$ cat src/rtl/mul_div_pkg.sv
// Shared opcodes, FSM state encoding and sizing helper for the RV32M multiply/divide unit.
package mul_div_pkg;

  localparam logic [2:0] MD_MUL    = 3'b000;
  localparam logic [2:0] MD_MULH   = 3'b001;
  localparam logic [2:0] MD_MULHSU = 3'b010;
  localparam logic [2:0] MD_MULHU  = 3'b011;
  localparam logic [2:0] MD_DIV    = 3'b100;
  localparam logic [2:0] MD_DIVU   = 3'b101;
  localparam logic [2:0] MD_REM    = 3'b110;
  localparam logic [2:0] MD_REMU   = 3'b111;

  typedef logic [1:0] md_state_t;

  localparam md_state_t ST_IDLE = 2'd0;
  localparam md_state_t ST_CALC = 2'd1;
  localparam md_state_t ST_DONE = 2'd2;

  // Width of the iteration counter, which counts DWIDTH-1 down to 0.
  function automatic int unsigned cnt_width(input int unsigned dw);
    return (dw > 1) ? $clog2(dw) : 1;
  endfunction

endpackage

$ cat src/rtl/md_operand_prep.sv
// Two-lane conditional two's-complement negate: operand magnitudes on the way in,
// result sign fix-up on the way out.
module md_operand_prep #(
  parameter int unsigned W = 32
) (
  input  logic [W-1:0] a_i,
  input  logic [W-1:0] b_i,
  input  logic         a_neg_i,
  input  logic         b_neg_i,
  output logic [W-1:0] a_o,
  output logic [W-1:0] b_o
);

  assign a_o = a_neg_i ? (~a_i + W'(1)) : a_i;
  assign b_o = b_neg_i ? (~b_i + W'(1)) : b_i;

endmodule

$ cat src/rtl/mul_div_unit.sv
// Iterative RV32M multiply/divide unit: radix-2 shift-add multiply, restoring divide.
// Define MUL_DIV_FAST_MUL_EN to compute the multiply ops in one cycle on a native multiplier.
module mul_div_unit
  import mul_div_pkg::*;
#(
  parameter int unsigned DWIDTH = 32
) (
  input  logic              Clk,
  input  logic              Reset,
  input  logic              MD_Start,
  input  logic [2:0]        MD_OP,
  input  logic [DWIDTH-1:0] MD_In_A,
  input  logic [DWIDTH-1:0] MD_In_B,
  output logic              MD_Ready,
  output logic              MD_Busy,
  output logic [DWIDTH-1:0] MD_Out,
  output logic              MD_Valid
);

  localparam int unsigned DW = DWIDTH;
  localparam int unsigned PW = 2 * DWIDTH;
  localparam int unsigned CW = cnt_width(DWIDTH);

  md_state_t         state_q, state_d;
  logic [2:0]        op_q, op_d;
  logic              neg_q, neg_d;
  logic [DW-1:0]     b_mag_q, b_mag_d;
  logic [CW-1:0]     cnt_q, cnt_d;
  logic [PW-1:0]     acc_q, acc_d;
  logic [DW-1:0]     out_q, out_d;
  logic              valid_q, valid_d;
  logic              ready_q, busy_q;

  logic              a_signed_c, b_signed_c;
  logic              a_neg_c, b_neg_c, neg_c;
  logic [DW-1:0]     a_mag_c, b_mag_c;
  logic              b_zero_c, ovf_c;
  logic [DW:0]       div_trial_c;
  logic [PW-1:0]     div_val_c, mul_fix_c, div_fix_c;
  logic [DW-1:0]     res_c;
`ifdef MUL_DIV_FAST_MUL_EN
  logic [PW-1:0]     mul_full_c;
`else
  logic [DW:0]       mul_sum_c;
`endif

  // Operand signedness per funct3
  always_comb begin
    a_signed_c = 1'b0;
    b_signed_c = 1'b0;
    case (MD_OP)
      MD_MULH, MD_DIV, MD_REM: begin
        a_signed_c = 1'b1;
        b_signed_c = 1'b1;
      end
      MD_MULHSU: a_signed_c = 1'b1;
      MD_MUL, MD_MULHU, MD_DIVU, MD_REMU: ;
      default: ;
    endcase
  end

  assign a_neg_c  = a_signed_c & MD_In_A[DW-1];
  assign b_neg_c  = b_signed_c & MD_In_B[DW-1];
  // Remainder follows the dividend; product and quotient follow sA^sB.
  assign neg_c    = (MD_OP == MD_REM) ? a_neg_c : (a_neg_c ^ b_neg_c);
  assign b_zero_c = MD_OP[2] & (MD_In_B == '0);
  assign ovf_c    = MD_OP[2] & ~MD_OP[0] & (MD_In_A == {1'b1, {(DW-1){1'b0}}}) &
                    (MD_In_B == {DW{1'b1}});

  md_operand_prep #(.W(DW)) u_in_prep (
    .a_i     (MD_In_A),
    .b_i     (MD_In_B),
    .a_neg_i (a_neg_c),
    .b_neg_i (b_neg_c),
    .a_o     (a_mag_c),
    .b_o     (b_mag_c)
  );

  // acc_q holds {product_hi, product_lo} for multiply and {remainder, quotient} for divide.
  assign div_trial_c = acc_q[PW-1:DW-1] - {1'b0, b_mag_q};
`ifdef MUL_DIV_FAST_MUL_EN
  assign mul_full_c  = PW'(acc_q[DW-1:0]) * PW'(b_mag_q);
`else
  assign mul_sum_c   = {1'b0, acc_q[PW-1:DW]} + ({1'b0, b_mag_q} & {(DW+1){acc_q[0]}});
`endif

  // Placing the remainder in the upper half lets one 2*DW negate serve REM as well.
  assign div_val_c = op_q[1] ? {acc_q[PW-1:DW], DW'(0)} : {DW'(0), acc_q[DW-1:0]};

  md_operand_prep #(.W(PW)) u_out_prep (
    .a_i     (acc_q),
    .b_i     (div_val_c),
    .a_neg_i (neg_q),
    .b_neg_i (neg_q),
    .a_o     (mul_fix_c),
    .b_o     (div_fix_c)
  );

  always_comb begin
    if (op_q[2]) begin
      res_c = op_q[1] ? div_fix_c[PW-1:DW] : div_fix_c[DW-1:0];
    end else begin
      res_c = (op_q == MD_MUL) ? mul_fix_c[DW-1:0] : mul_fix_c[PW-1:DW];
    end
  end

  // Next-state and datapath update
  always_comb begin
    state_d = state_q;
    op_d    = op_q;
    neg_d   = neg_q;
    b_mag_d = b_mag_q;
    cnt_d   = cnt_q;
    acc_d   = acc_q;
    out_d   = out_q;
    valid_d = 1'b0;
    case (state_q)
      ST_IDLE: begin
        if (MD_Start) begin
          op_d    = MD_OP;
          neg_d   = neg_c;
          b_mag_d = b_mag_c;
          cnt_d   = CW'(DW - 1);
          acc_d   = {DW'(0), a_mag_c};
          state_d = ST_CALC;
          if (b_zero_c) begin
            acc_d   = {MD_In_A, {DW{1'b1}}};
            neg_d   = 1'b0;
            state_d = ST_DONE;
          end else if (ovf_c) begin
            acc_d   = {DW'(0), MD_In_A};
            neg_d   = 1'b0;
            state_d = ST_DONE;
          end
        end
      end
      ST_CALC: begin
        cnt_d = cnt_q - CW'(1);
        if (op_q[2]) begin
          if (!div_trial_c[DW]) begin
            acc_d = {div_trial_c[DW-1:0], acc_q[DW-2:0], 1'b1};
          end else begin
            acc_d = {acc_q[PW-2:0], 1'b0};
          end
          if (cnt_q == '0) begin
            state_d = ST_DONE;
          end
        end else begin
`ifdef MUL_DIV_FAST_MUL_EN
          acc_d   = mul_full_c;
          state_d = ST_DONE;
`else
          acc_d = {mul_sum_c, acc_q[DW-1:1]};
          if (cnt_q == '0) begin
            state_d = ST_DONE;
          end
`endif
        end
      end
      ST_DONE: begin
        out_d   = res_c;
        valid_d = 1'b1;
        state_d = ST_IDLE;
      end
      default: state_d = ST_IDLE;
    endcase
  end

  always_ff @(posedge Clk) begin
    if (Reset) begin
      state_q <= ST_IDLE;
      op_q    <= '0;
      neg_q   <= 1'b0;
      b_mag_q <= '0;
      cnt_q   <= '0;
      acc_q   <= '0;
      out_q   <= '0;
      valid_q <= 1'b0;
      ready_q <= 1'b1;
      busy_q  <= 1'b0;
    end else begin
      state_q <= state_d;
      op_q    <= op_d;
      neg_q   <= neg_d;
      b_mag_q <= b_mag_d;
      cnt_q   <= cnt_d;
      acc_q   <= acc_d;
      out_q   <= out_d;
      valid_q <= valid_d;
      ready_q <= (state_d == ST_IDLE);
      busy_q  <= (state_d != ST_IDLE);
    end
  end

  assign MD_Ready = ready_q;
  assign MD_Busy  = busy_q;
  assign MD_Out   = out_q;
  assign MD_Valid = valid_q;

endmodule

$ cat config.mk
export PLATFORM = sky130hd
export DESIGN_NAME = mul_div_unit
export DESIGN_NICKNAME = d
export VERILOG_FILES = /design/src/rtl/mul_div_pkg.sv /design/src/rtl/md_operand_prep.sv /design/src/rtl/mul_div_unit.sv
export SDC_FILE = /design/constraint.sdc
export NUM_CORES = 1
export LEC_CHECK = 0
export BUFFER_PORTS_ARGS = -buffer_cell sky130_fd_sc_hd__buf_4
export CAP_MARGIN = 20
export CORE_UTILIZATION = 40
export CTS_CLUSTER_SIZE = 30
export DETAILED_ROUTE_END_ITERATION = 8
export PLACE_DENSITY_LB_ADDON = 0.3
export SYNTH_ARGS = -nofsm -noshare
export SYNTH_HDL_FRONTEND = slang
export SYNTH_SLANG_ARGS = --single-unit
$ cat constraint.sdc
create_clock -name Clk -period 3.7 [get_ports Clk]
set_input_delay 0.74 -clock Clk [delete_from_list [all_inputs] [get_ports Clk]]
set_output_delay 0.74 -clock Clk [all_outputs]
set_load 0.05 [all_outputs]
# Yosys cells after proc, flatten, opt, wreduce, memory -nomap -nowiden
# Cells that the tools add are included.
# totals
regBits	142
inputBits	70
out_inout_bits	35
word_cells	77
# classes
n_addsub	7
n_eq_ne	9
mux	27
bitwise_logic	13
n_reduce_logical	11
# ops
op	count
64-bit two-way mux	7
32-bit two-way mux	6
64-bit by 1-bit adder with 64-bit output (second input constant)	2
64-bit NOT	2
64-bit one-hot mux with 2 select lines	1
32-bit by 1-bit adder with 32-bit output (second input constant)	2
32-bit equality test (second input constant)	2
32-bit NOT	2
32-bit by 33-bit adder with 33-bit output	1
32-bit by 33-bit bitwise AND with 33-bit output	1
33-bit by 32-bit subtractor with 33-bit output	1
32-bit logical NOT	1
5-bit one-hot mux with 2 select lines	1
2-bit two-way mux	4
1-bit bitwise AND	6
3-bit equality test (second input constant)	2
1-bit two-way mux	6
5-bit logical NOT	1
5-bit two-way mux	1
5-bit by 1-bit subtractor with 5-bit output (second input constant)	1
2-bit logical NOT	2
2-bit one-hot mux with 2 select lines	1
2-bit AND reduction	2
2-bit nonzero test	2
other kinds (10)	10

# Logic depth before layout (Yosys ltp)
# Gate-level depths: netlist of run 1.
# logic_depth
ltp_word	9
depth_mapped	15
ltp_nobuf	12

# By module
# Synthesis of run 1 repeated with hierarchy kept, for this count alone.
# hier_totals
cells_unflattened	2213
area_unflattened_um2	16329.4
# by_module_without_submodules
mod	n_inst	cells_per_inst	area_each_um2	seq_area_each_um2
mul_div_unit	1	1592	11959.0	2842.7
md_operand_prep (u_out_prep)	1	425	2974.1	0.0
md_operand_prep (u_in_prep)	1	196	1396.3	0.0

# Least setup slack after synthesis of run 1
# Ideal clock, no wire load.
# synth_timing
kind	reg-to-reg
start	register acc_q[31]
end	register acc_q[57]
setup_ns	0.125
arrival_ns	3.198
required_time_ns	3.575
slack_ns	0.378
path_stages_with_launch	16
n_path_buf	3
synth_period_minus_slack_ns	3.322
path_cell_list	dfxtp_1 -> clkbuf_1 -> inv_1 -> ha_1 -> fa_1 -> nand2b_1 -> a21oi_1 -> o41a_1 -> a21oi_1 -> a2111o_1 -> o211ai_1 -> buf_2 -> buf_2 -> nor3_1 -> a221oi_1 -> nand2_1
# synth_between
elab_chain_len	4
# synth_lines
item	line_no	source
start: declaration	mul_div_unit.sv:29	logic [PW-1:0] acc_q, acc_d;
start signal: assignment	mul_div_unit.sv:176	acc_q <= '0;
start signal: assignment	mul_div_unit.sv:187	acc_q <= acc_d;
33-bit by 32-bit subtractor with 33-bit output	mul_div_unit.sv:80	assign div_trial_c = acc_q[PW-1:DW-1] - {1'b0, b_mag_q};
64-bit two-way mux	mul_div_unit.sv:140	if (!div_trial_c[DW]) begin
64-bit two-way mux	mul_div_unit.sv:139	if (op_q[2]) begin
64-bit one-hot mux with 2 select lines	mul_div_unit.sv:117	case (state_q)
# No other way between the ends.
# A chain may end at the register's enable or synchronous reset.

# Final worst setup path of run 1
# layout_timing
start	register acc_q[0]
end	register acc_q[53]
# layout_between
elab_chain_len	4
# layout_lines
item	line_no	source
32-bit by 33-bit bitwise AND with 33-bit output	mul_div_unit.sv:84	assign mul_sum_c = {1'b0, acc_q[PW-1:DW]} + ({1'b0, b_mag_q} & {(DW+1){acc_q[0]}});
32-bit by 33-bit adder with 33-bit output	mul_div_unit.sv:84	
64-bit two-way mux	mul_div_unit.sv:139	
64-bit one-hot mux with 2 select lines	mul_div_unit.sv:117	
# No other way between the ends.

==> summary.md, run 1 <==
| Metric | Value |
|---|---|
| Slew @ Worst Pin | 943 ps |
| Synth Register Bits | 142 |
| WP data arrival | 3790 ps |
| Vias per cell | 6.32 |
| Hold-fix buffers, CTS | 0 |
| Clock Skews | 15.7 ps |
| Fmax | 288 MHz |
| H-tree levels | 4 |
| Avg WL per Cell | 23.9 µm |
| Worst-path clk slew | 70 ps |
| Final Cycle Share | 94.0% |
| Clock Sinks | 142 |
| P&R area growth vs syn | 15.0% |
| Hold Vio Cnt, Final | 0 |
| Vias in the first global route | 15,500 |
| CTS Buffer Depth | 2 |
| Setup TNS | 0 ps |
| Ranking of synthesized cells by instance count | 234 x nor2_1, 203 x nand2_1, 195 x a21oi_1 |
| Switching power | 2.29 mW |
| Mapped cell area | 14,900 µm² |
| IO Port Bufs | 104 |
| Vias | 16,800 |
| CP required | 4010 ps |
| CP Max Fanout | 7 |
| Sw Share | 39.4% |
| Final Max Slew Viols | 0 |
| Count leader, synth | nor2_1 |
| Leak | 7.18 nW |
| CP endpoint kind | flop |
| GRT Total Usage | 32.8% |
| RSZ-0062 raised after global routing | no |
| GP Congestion | 1.05 |
| DR iter-0 viols | 1,896 |
| Number of CTS-inserted buffers | 17 |
| Slowest CP cell | fa_1 |
| Number of synthesized flops with an enable pin | 0 |
| Beginning of the critical path | acc_q[0] |
| Mapped Cells | 2,106 |
| Largest net degree at the start of global routing | 69 |
| Largest area contributor in the netlist | dfxtp_1 |
| Chip Height | 195 µm |
| Cell internal pwr | 3.52 mW |
| Prevailing post-synth register cell | dfxtp_1 |
| CP max stage delay | 430 ps |
| Chip width | 195 µm |
| Pwr/cell area | 340 nW/µm² |
| Clk_lat worst skew | 470 ps |
| Post-synth top area share | 19.1% |
| HPWL after detailed placement | 49,200 µm |
| Synth Net Count | 2,248 |
| Final setup violating endpoints | 0 |
| CP Cell Sequence | buf_4 > and2_1 > ha_1 > fa_1 > a21oi_1 > o311a_1 > nor4_1 > buf_4 > a211oi_1 > o21bai_1 > xnor2_1 > a222oi_1 > a311oi_1 |
| Register area share after synthesis | 19.1% |
| Hold_ws | 448 ps |
| Worst hold path class | reg2reg |
| R2R Path Start | acc_q[0] |
| CTS tree | yes |
| Final net count | 2,317 |
| Ratio of cells with drive above 1 in the final layout | 13.4% |
| Synth cell types | 79 |
| Relative slew slack | 37.1% |
| Worst Setup Start Kind | flop |
| Fill count | 3,754 |
| Most frequent CP cell | buf_4 |
| Post-Syn Area per Cell | 7.06 µm² |
| Critical path class | reg2reg |
| Total Routed Length | 63,400 µm |
| Max VDD drop | 352 µV |
| Warnings, synthesis | 0 |
| Status | completed |
| Async S/R FF share, synth | 0% |
| Drt drc | 0 |
| Clock Power Share | 32.4% |
| Initial Util | 40.6% |
| Row count | 70 |
| Antenna violations before repair | 0 |
| Maxcap violations | 0 |
| Top-Level Pins | 105 |
| Ant diodes | 0 |
| DRT antenna net count | 0 |
| First-pass GRT wire length | 95,100 µm |
| CTS root buffer | clkbuf_16 |
| Combinational power share | 37.4% |
| Sequential power share | 30.2% |
| Die area | 37,900 µm² |
| Hold Crit Start | MD_Out[15] |
| Tmin final | 3480 ps |
| Post-CTS Setup Bufs | 0 |
| Core region area | 36,600 µm² |
| Top post-synthesis cells by area | dfxtp_1 19%, xnor2_1 6.9%, a21oi_1 6.6% |
| Drt pass-1 iters | 5 |
| GRT Residual Overflow | 0 |
[critical path, delay by kind of cell, from the launching register on]
family,cells,cell delay [ps]
flops,1,320
buf+inv,2,310
fa+ha+maj,2,670
compound gates,6,1620
xor+xnor,1,160
simple gates,2,230
[registers in the layout, summed over array words and instances (netlist names), 2 cells and up]
name     count
acc_q       64
op_q         3
state_q      2
MD_Out      32
cnt_q        5
b_mag_q     32
[placed cells by master (no fill, tap or decap), types with 48 or more instances in the layout]
master / Yosys / final
o21ai_0: 143 / 143
xor2_1: 90 / 90
nor2_1: 234 / 233
a211oi_1: 59 / 59
inv_1: 66 / 66
nand3_1: 48 / 48
xnor2_1: 117 / 117
a21o_1: 51 / 51
a21oi_1: 195 / 194
ha_1: 70 / 70
nand2_1: 203 / 203
nor3_1: 50 / 50
dfxtp_1: 142 / 139
buf_4: 1 / 215
[per-layer routing]
| layer | part of all wire, % | routed length (µm) | GRT usage (%) | vias to the layer above |
|---|---|---|---|---|
| met5 | 0 | 0 | 0 | - |
| met2 | 44 | 28100 | 51.8 | 924 |
| met1 | 41 | 26000 | 41.9 | 7882 |
| li1 | - | - | - | 7777 |
| met3 | 9.0 | 5720 | 6.73 | 194 |
| met4 | 5.6 | 3570 | 17.7 | 0 |
[power groups by stage]
stage               Combinational [mW]  Clock [mW]  Sequential, mW
floorplan                         1.40           0            1.74
global placement                  2.10           0            1.78
detailed placement                2.10           0            1.79
CTS                               2.11        1.90            1.75
global route                      2.32        1.95            1.77
finish                            2.17        1.88            1.76
[per-stage QoR]
| stage | instance area (µm²) | instances | total power [mW] | worst slack, ps | util (%) |
|---|---|---|---|---|---|
| 2_1_floorplan | 14900 | 2106 | 3.14 | 378 | - |
| 3_3_place_gp | 16500 | 2624 | 3.88 | 99.9 | 45.0 |
| 3_5_place_dp | 16500 | 2624 | 3.89 | 16.6 | 45.0 |
| 4_1_cts | 17100 | 2656 | 5.76 | 234 | 46.7 |
| 5_1_grt | 17100 | 2656 | 6.04 | 22.7 | 46.7 |
| 6_report | 17100 | 2656 | 5.81 | 223 | 46.7 |
[cell families after synthesis]
family                   count (synthesis)  share of synthesized area (%)
adder cells (fa/ha/maj)                 72                           6.16
buffers and inverters                  235                           6.18
multiplexers                            48                           3.33
AO/OA/AOI/OAI                          694                           30.4
flip-flops                             142                           19.1
XOR/XNOR                               207                           12.2
AND/OR/NAND/NOR                        708                           22.6
[final timing paths]
| kind | to | slack (ps) | cells past startpoint |
|---|---|---|---|
| worst max-delay path | acc_q[53] | 220 | 13 |
| worst min-delay path | MD_Out[15] | 450 | 2 |
| worst max register to register | acc_q[53] | 220 | 13 |
| worst min register to register | MD_Out[15] | 450 | 2 |
[timing repair]
action                                  CTS  global route
endpoints found under the setup margin    0             1
hold endpoints to repair                  0             0
resized for setup                         0             1
[layout make-up]
| type | count | area, µm² | area share, % |
|---|---|---|---|
| clock buffer | 23 | 478 | 2.80 |
| clock inverter | 9 | 134 | 0.783 |
| inverter | 67 | 251 | 1.47 |
| multi-input combinational | 1729 | 11100 | 65.1 |
| sequential | 142 | 2850 | 16.7 |
| tap | 468 | 586 | 3.43 |
| timing repair buffer | 218 | 1670 | 9.80 |
Note: power is estimated with default switching activity, not from simulation.
==> inputs of run 2 (changes only) <==
Settings changed: CTS_BUF_LIST set to sky130_fd_sc_hd__clkbuf_16, PLACE_DENSITY_LB_ADDON 0.3 to 0.05.
==> summary.md, run 2 (synthesis gave the netlist of run 1 again) <==
| Metric | Value |
|---|---|
| Status | completed |
| Slew @ Worst Pin | 1110 ps |
| Hold_ws | 437 ps |
| Chip Height | 195 µm |
| Max reg flops | 64 |
| Hold-fix buffers, CTS | 0 |
| Clock Sinks | 142 |
| RSZ-0062 raised after global routing | no |
| Largest net degree at the start of global routing | 101 |
| Final setup violating endpoints | 0 |
| Commonest non-fill, non-tap cell in the layout | nor2_1 |
| Post-Place Setup Slack | 84.9 ps |
| CP required | 4040 ps |
| Row count | 70 |
| HPWL after detailed placement | 54,300 µm |
| Total Routed Length | 68,500 µm |
| Beginning of the critical path | acc_q[0] |
| CP Depth | 13 |
| Placed insts | 2,633 |
| CTS Buffer Depth | 2 |
| Final net count | 2,326 |
| Vias per cell | 6.38 |
| Setup TNS | 0 ps |
| P&R area growth vs syn | 15.8% |
| CP endpoint kind | flop |
| Tmin final | 3530 ps |
| Chip width | 195 µm |
| H-tree levels | 4 |
| Fmax | 283 MHz |
| CTS tree | yes |
| Most frequent cells in the layout | 233 x nor2_1, 221 x buf_4, 203 x nand2_1, 194 x a21oi_1, 143 x o21ai_0 |
| R2R Path Start | acc_q[0] |
| CP Max Fanout | 20 |
| Switching power | 2.39 mW |
| DR iter-0 viols | 1,890 |
| Final Cycle Share | 95.4% |
| Vias | 17,000 |
| Clock Power Share | 32.2% |
| Worst Setup Start Kind | flop |
| Leak | 7.24 nW |
| CP max stage delay | 510 ps |
| Hold Crit Start | MD_Out[15] |
| Worst-path clk slew | 70 ps |
| CTS root buffer | clkbuf_16 |
| Worst hold path class | reg2reg |
| Non-filler instance count after layout | 2,667 |
| Fill count | 3,818 |
| Combinational power share | 37.9% |
| Max VDD drop | 354 µV |
| DRT antenna net count | 0 |
| Core region area | 36,600 µm² |
| Top-Level Pins | 105 |
| Relative slew slack | 25.0% |
| Reg2Reg Depth | 13 |
| Drt drc | 0 |
| Worst hold stages | 2 |
| Final Max Slew Viols | 0 |
| CP Cell Sequence | inv_1 > buf_4 > nor2_1 > ha_1 > nand2_1 > or4_1 > or4_1 > nand3_1 > a31oi_1 > o21ai_0 > xor2_1 > a21oi_1 > o21ai_0 |
| GP Congestion | 1.01 |
| Clk_lat worst skew | 460 ps |
| Cell internal pwr | 3.56 mW |
| Clock Skews | 13.9 ps |
| Number of CTS-inserted buffers | 17 |
| Pwr Total | 5.94 mW |
| CP delay by family, top | simple AND/OR/NAND/NOR gates |
| Slowest CP cell | or4_1 |
| Buf/Inv on CP | 2 |
| Ratio of cells with drive above 1 in the final layout | 13.8% |
| Avg WL per Cell | 25.7 µm |
| WP data arrival | 3870 ps |
| Sw Share | 40.2% |
| Sequential power share | 29.9% |
| Maxcap violations | 0 |
| Setup ws final | 171 ps |
| IO Port Bufs | 104 |
| Reg with most FFs | acc_q |
| GRT Total Usage | 35.7% |
| Drt pass-1 iters | 7 |
| Die area | 37,900 µm² |
| GRT Residual Overflow | 0 |
| First-pass GRT wire length | 102,000 µm |
| Antenna violations before repair | 2 |
| Critical path class | reg2reg |
| Hold Vio Cnt, Final | 0 |
| Vias in the first global route | 15,700 |
| Pwr/cell area | 345 nW/µm² |
| Initial Util | 40.6% |
==> run 2: power groups by stage <==
stage / registers [mW] / clock network, mW / logic, mW
final: 1.78 / 1.91 / 2.25
after global routing: 1.79 / 1.98 / 2.41
after CTS: 1.77 / 1.93 / 2.19
after detailed placement: 1.80 / 0 / 2.18
after global placement: 1.80 / 0 / 2.18
after floorplan: 1.74 / 0 / 1.40
==> run 2: worst paths after layout <==
kind	endpoint	slack, ps
worst max-delay path	acc_q[59]	170
worst min-delay path	MD_Out[15]	440
worst max register to register	acc_q[59]	170
worst min register to register	MD_Out[15]	440
==> run 2: per-layer routing <==
layer	up-vias	global-route usage, %	routed length, µm
li1	7812	-	-
met1	8173	51.2	31300
met2	900	52.2	28300
met3	118	7.50	6650
met4	2	13.1	2250
met5	-	0	56
==> run 2: tightest hold or removal path, delay by kind of cell, from the launching register on <==
kind             cells  cell delay [ps]
flip-flops           1              310
AND/OR/NAND/NOR      2               90
==> run 2: what timing repair did <==
item                                    CTS  global route
endpoints found under the hold margin     0             0
gates resized for setup                   0             4
endpoints found under the setup margin    0             5
setup buffers                             0             0
==> run 2: stage by stage <==
step                      instance area [µm²]  utilization [%]
after floorplan                         14900                -
after global placement                  16600             45.2
after detailed placement                16600             45.2
after CTS                               17200             46.9
after global routing                    17200             47.0
final                                   17200             47.0
==> run 2: area by class of cell <==
cell class | instances | area, µm² | area share [%]
Clock buffer | 17 | 425 | 2.47
Inverter | 67 | 251 | 1.46
Clock inverter | 15 | 194 | 1.13
Timing Repair Buffer | 227 | 1760 | 10.3
Multi-Input combinational cell | 1729 | 11100 | 64.7
Sequential cell | 142 | 2850 | 16.6
Antenna cell | 2 | 5.00 | 0.0291
Tap cell | 468 | 586 | 3.40
==> inputs of run 3 (changes only) <==
Settings changed: BUFFER_PORTS_ARGS -buffer_cell sky130_fd_sc_hd__buf_4 to unset, CTS_CLUSTER_SIZE 30 to 16, DONT_BUFFER_PORTS set to 1, RECOVER_POWER set to 25.
==> summary.md, run 3 (synthesis gave the netlist of run 1 again) <==
| Metric | Value |
|---|---|
| GRT Total Usage | 35.6% |
| Area after DPL | 15,700 µm² |
| Status | completed |
| CP Max Fanout | 6 |
| CTS tree | yes |
| R2R Setup Slk | 60 ps |
| Core region area | 36,600 µm² |
| Avg WL per Cell | 26.7 µm |
| Max reg flops | 64 |
| Maxcap violations | 0 |
| Worst-path clk slew | 70 ps |
| Fin area | 16,300 µm² |
| CP required | 4100 ps |
| Final Max Slew Viols | 0 |
| Final Cycle Share | 98.3% |
| P&R area growth vs syn | 9.84% |
| Vias in the first global route | 15,200 |
| IO Port Bufs | 0 |
| Clk_lat worst skew | 460 ps |
| CP max stage delay | 720 ps |
| Pwr/cell area | 347 nW/µm² |
| Slowest CP cell | a2111oi_0 |
| Total Routed Length | 68,300 µm |
| WP data arrival | 4030 ps |
| Final setup violating endpoints | 0 |
| Clock Sinks | 142 |
| Leak | 6.68 nW |
| Top-Level Pins | 105 |
| Pwr Total | 5.67 mW |
| Most frequent cells in the layout | 231 x nor2_1, 203 x nand2_1, 194 x a21oi_1, 143 x o21ai_0, 139 x dfxtp_1 |
| Largest net degree at the start of global routing | 122 |
| Buf/Inv on CP | 2 |
| Commonest non-fill, non-tap cell in the layout | nor2_1 |
| Worst hold path class | in2reg |
| Max VDD drop | 368 µV |
| Worst Setup Start Kind | flop |
| Ratio of cells with drive above 1 in the final layout | 9.38% |
| Tmin final | 3640 ps |
| HPWL after detailed placement | 53,100 µm |
| Drt pass-1 iters | 8 |
| CP delay by family, top | simple AND/OR/NAND/NOR gates |
| Post-Place Setup Slack | 202 ps |
| CTS Buffer Depth | 2 |
| Final net count | 2,220 |
| CP endpoint kind | flop |
| Chip width | 195 µm |
| Die area | 37,900 µm² |
| Antenna violations before repair | 4 |
| Slew @ Worst Pin | 1030 ps |
| CP Cell Sequence | buf_4 > nor4_1 > nand4_1 > or2_1 > or4_1 > o2bb2ai_1 > a2111oi_0 > buf_4 > a211o_1 |
| Number of CTS-inserted buffers | 17 |
| Fmax | 275 MHz |
| GRT Residual Overflow | 0 |
| Vias per cell | 6.44 |
| Setup ws final | 61.1 ps |
| Hold Vio Cnt, Final | 0 |
| Most frequent CP cell | buf_4 |
| CTS root buffer | clkbuf_16 |
| DRT antenna net count | 0 |
| Vias | 16,500 |
| Fin util | 44.6% |
| Chip Height | 195 µm |
| Row count | 70 |
| GP Congestion | 0.965 |
| Critical path class | reg2reg |
| DR iter-0 viols | 2,211 |
| RSZ-0062 raised after global routing | no |
| Setup TNS | 0 ps |
| Reg with most FFs | acc_q |
| First-pass GRT wire length | 100,000 µm |
| Initial Util | 40.6% |
| H-tree levels | 4 |
| Clock Skews | 18.5 ps |
| Drt drc | 0 |
| Relative slew slack | 31.1% |
-- run 3: power breakdown --
part	leakage, nW	internal, mW	switching (mW)
logic	5.23	0.732	1.29
registers	1.16	1.63	0.185
clock network	0.288	1.05	0.784
-- run 3: final timing paths --
path / startpoint / to / depth (start not counted)
setup / recovery: acc_q[0] / MD_Out[1] / 9
hold / removal: Reset / MD_Out[14] / 1
setup reg to reg: acc_q[0] / MD_Out[1] / 9
hold reg to reg: b_mag_q[30] / b_mag_q[30] / 2
-- run 3: worst reg2reg max path, stage by stage (launching register included) --
cell and delay, ps:
dfxtp_1 330, buf_4 180, nor4_1 520, nand4_1 270
or2_1 390, or4_1 680, o2bb2ai_1 190, a2111oi_0 720
buf_4 220, a211o_1 90
-- run 3: area by class of cell --
| class | count | area, µm² |
|---|---|---|
| clock inverter | 14 | 156 |
| inverter | 67 | 251 |
| clock buffer | 17 | 425 |
| tap | 468 | 586 |
| fill | 3947 | 20300 |
| antenna | 1 | 2.50 |
| sequential | 142 | 2850 |
| multi-input combinational | 1729 | 11100 |
| timing repair buffer | 121 | 931 |
-- run 3: timing repair --
action / CTS / global route
hold endpoints to repair: 0 / 0
endpoints found under the setup margin: 0 / 2
hold buffers: 0 / 0
buffers inserted: 0 / 2
gates resized for setup: 0 / 2
-- run 3: routing by layer --
metal / vias to the layer above / global-route usage [%] / wire [µm] / share of wire (%)
met2: 841 / 50.6 / 27400 / 40
li1: 7579 / - / - / -
met3: 125 / 9.30 / 7170 / 10
met1: 7922 / 51.6 / 31700 / 46
met4: 6 / 10.6 / 2070 / 3.0
met5: - / 0 / 37 / 0.054
-- run 3: stage by stage --
| stage | std cells | hold WS [ps] |
|---|---|---|
| floorplan | 2106 | 432 |
| global placement | 2524 | 441 |
| detailed placement | 2525 | 446 |
| CTS | 2556 | 340 |
| global route | 2558 | 352 |
| finish | 2559 | 364 |
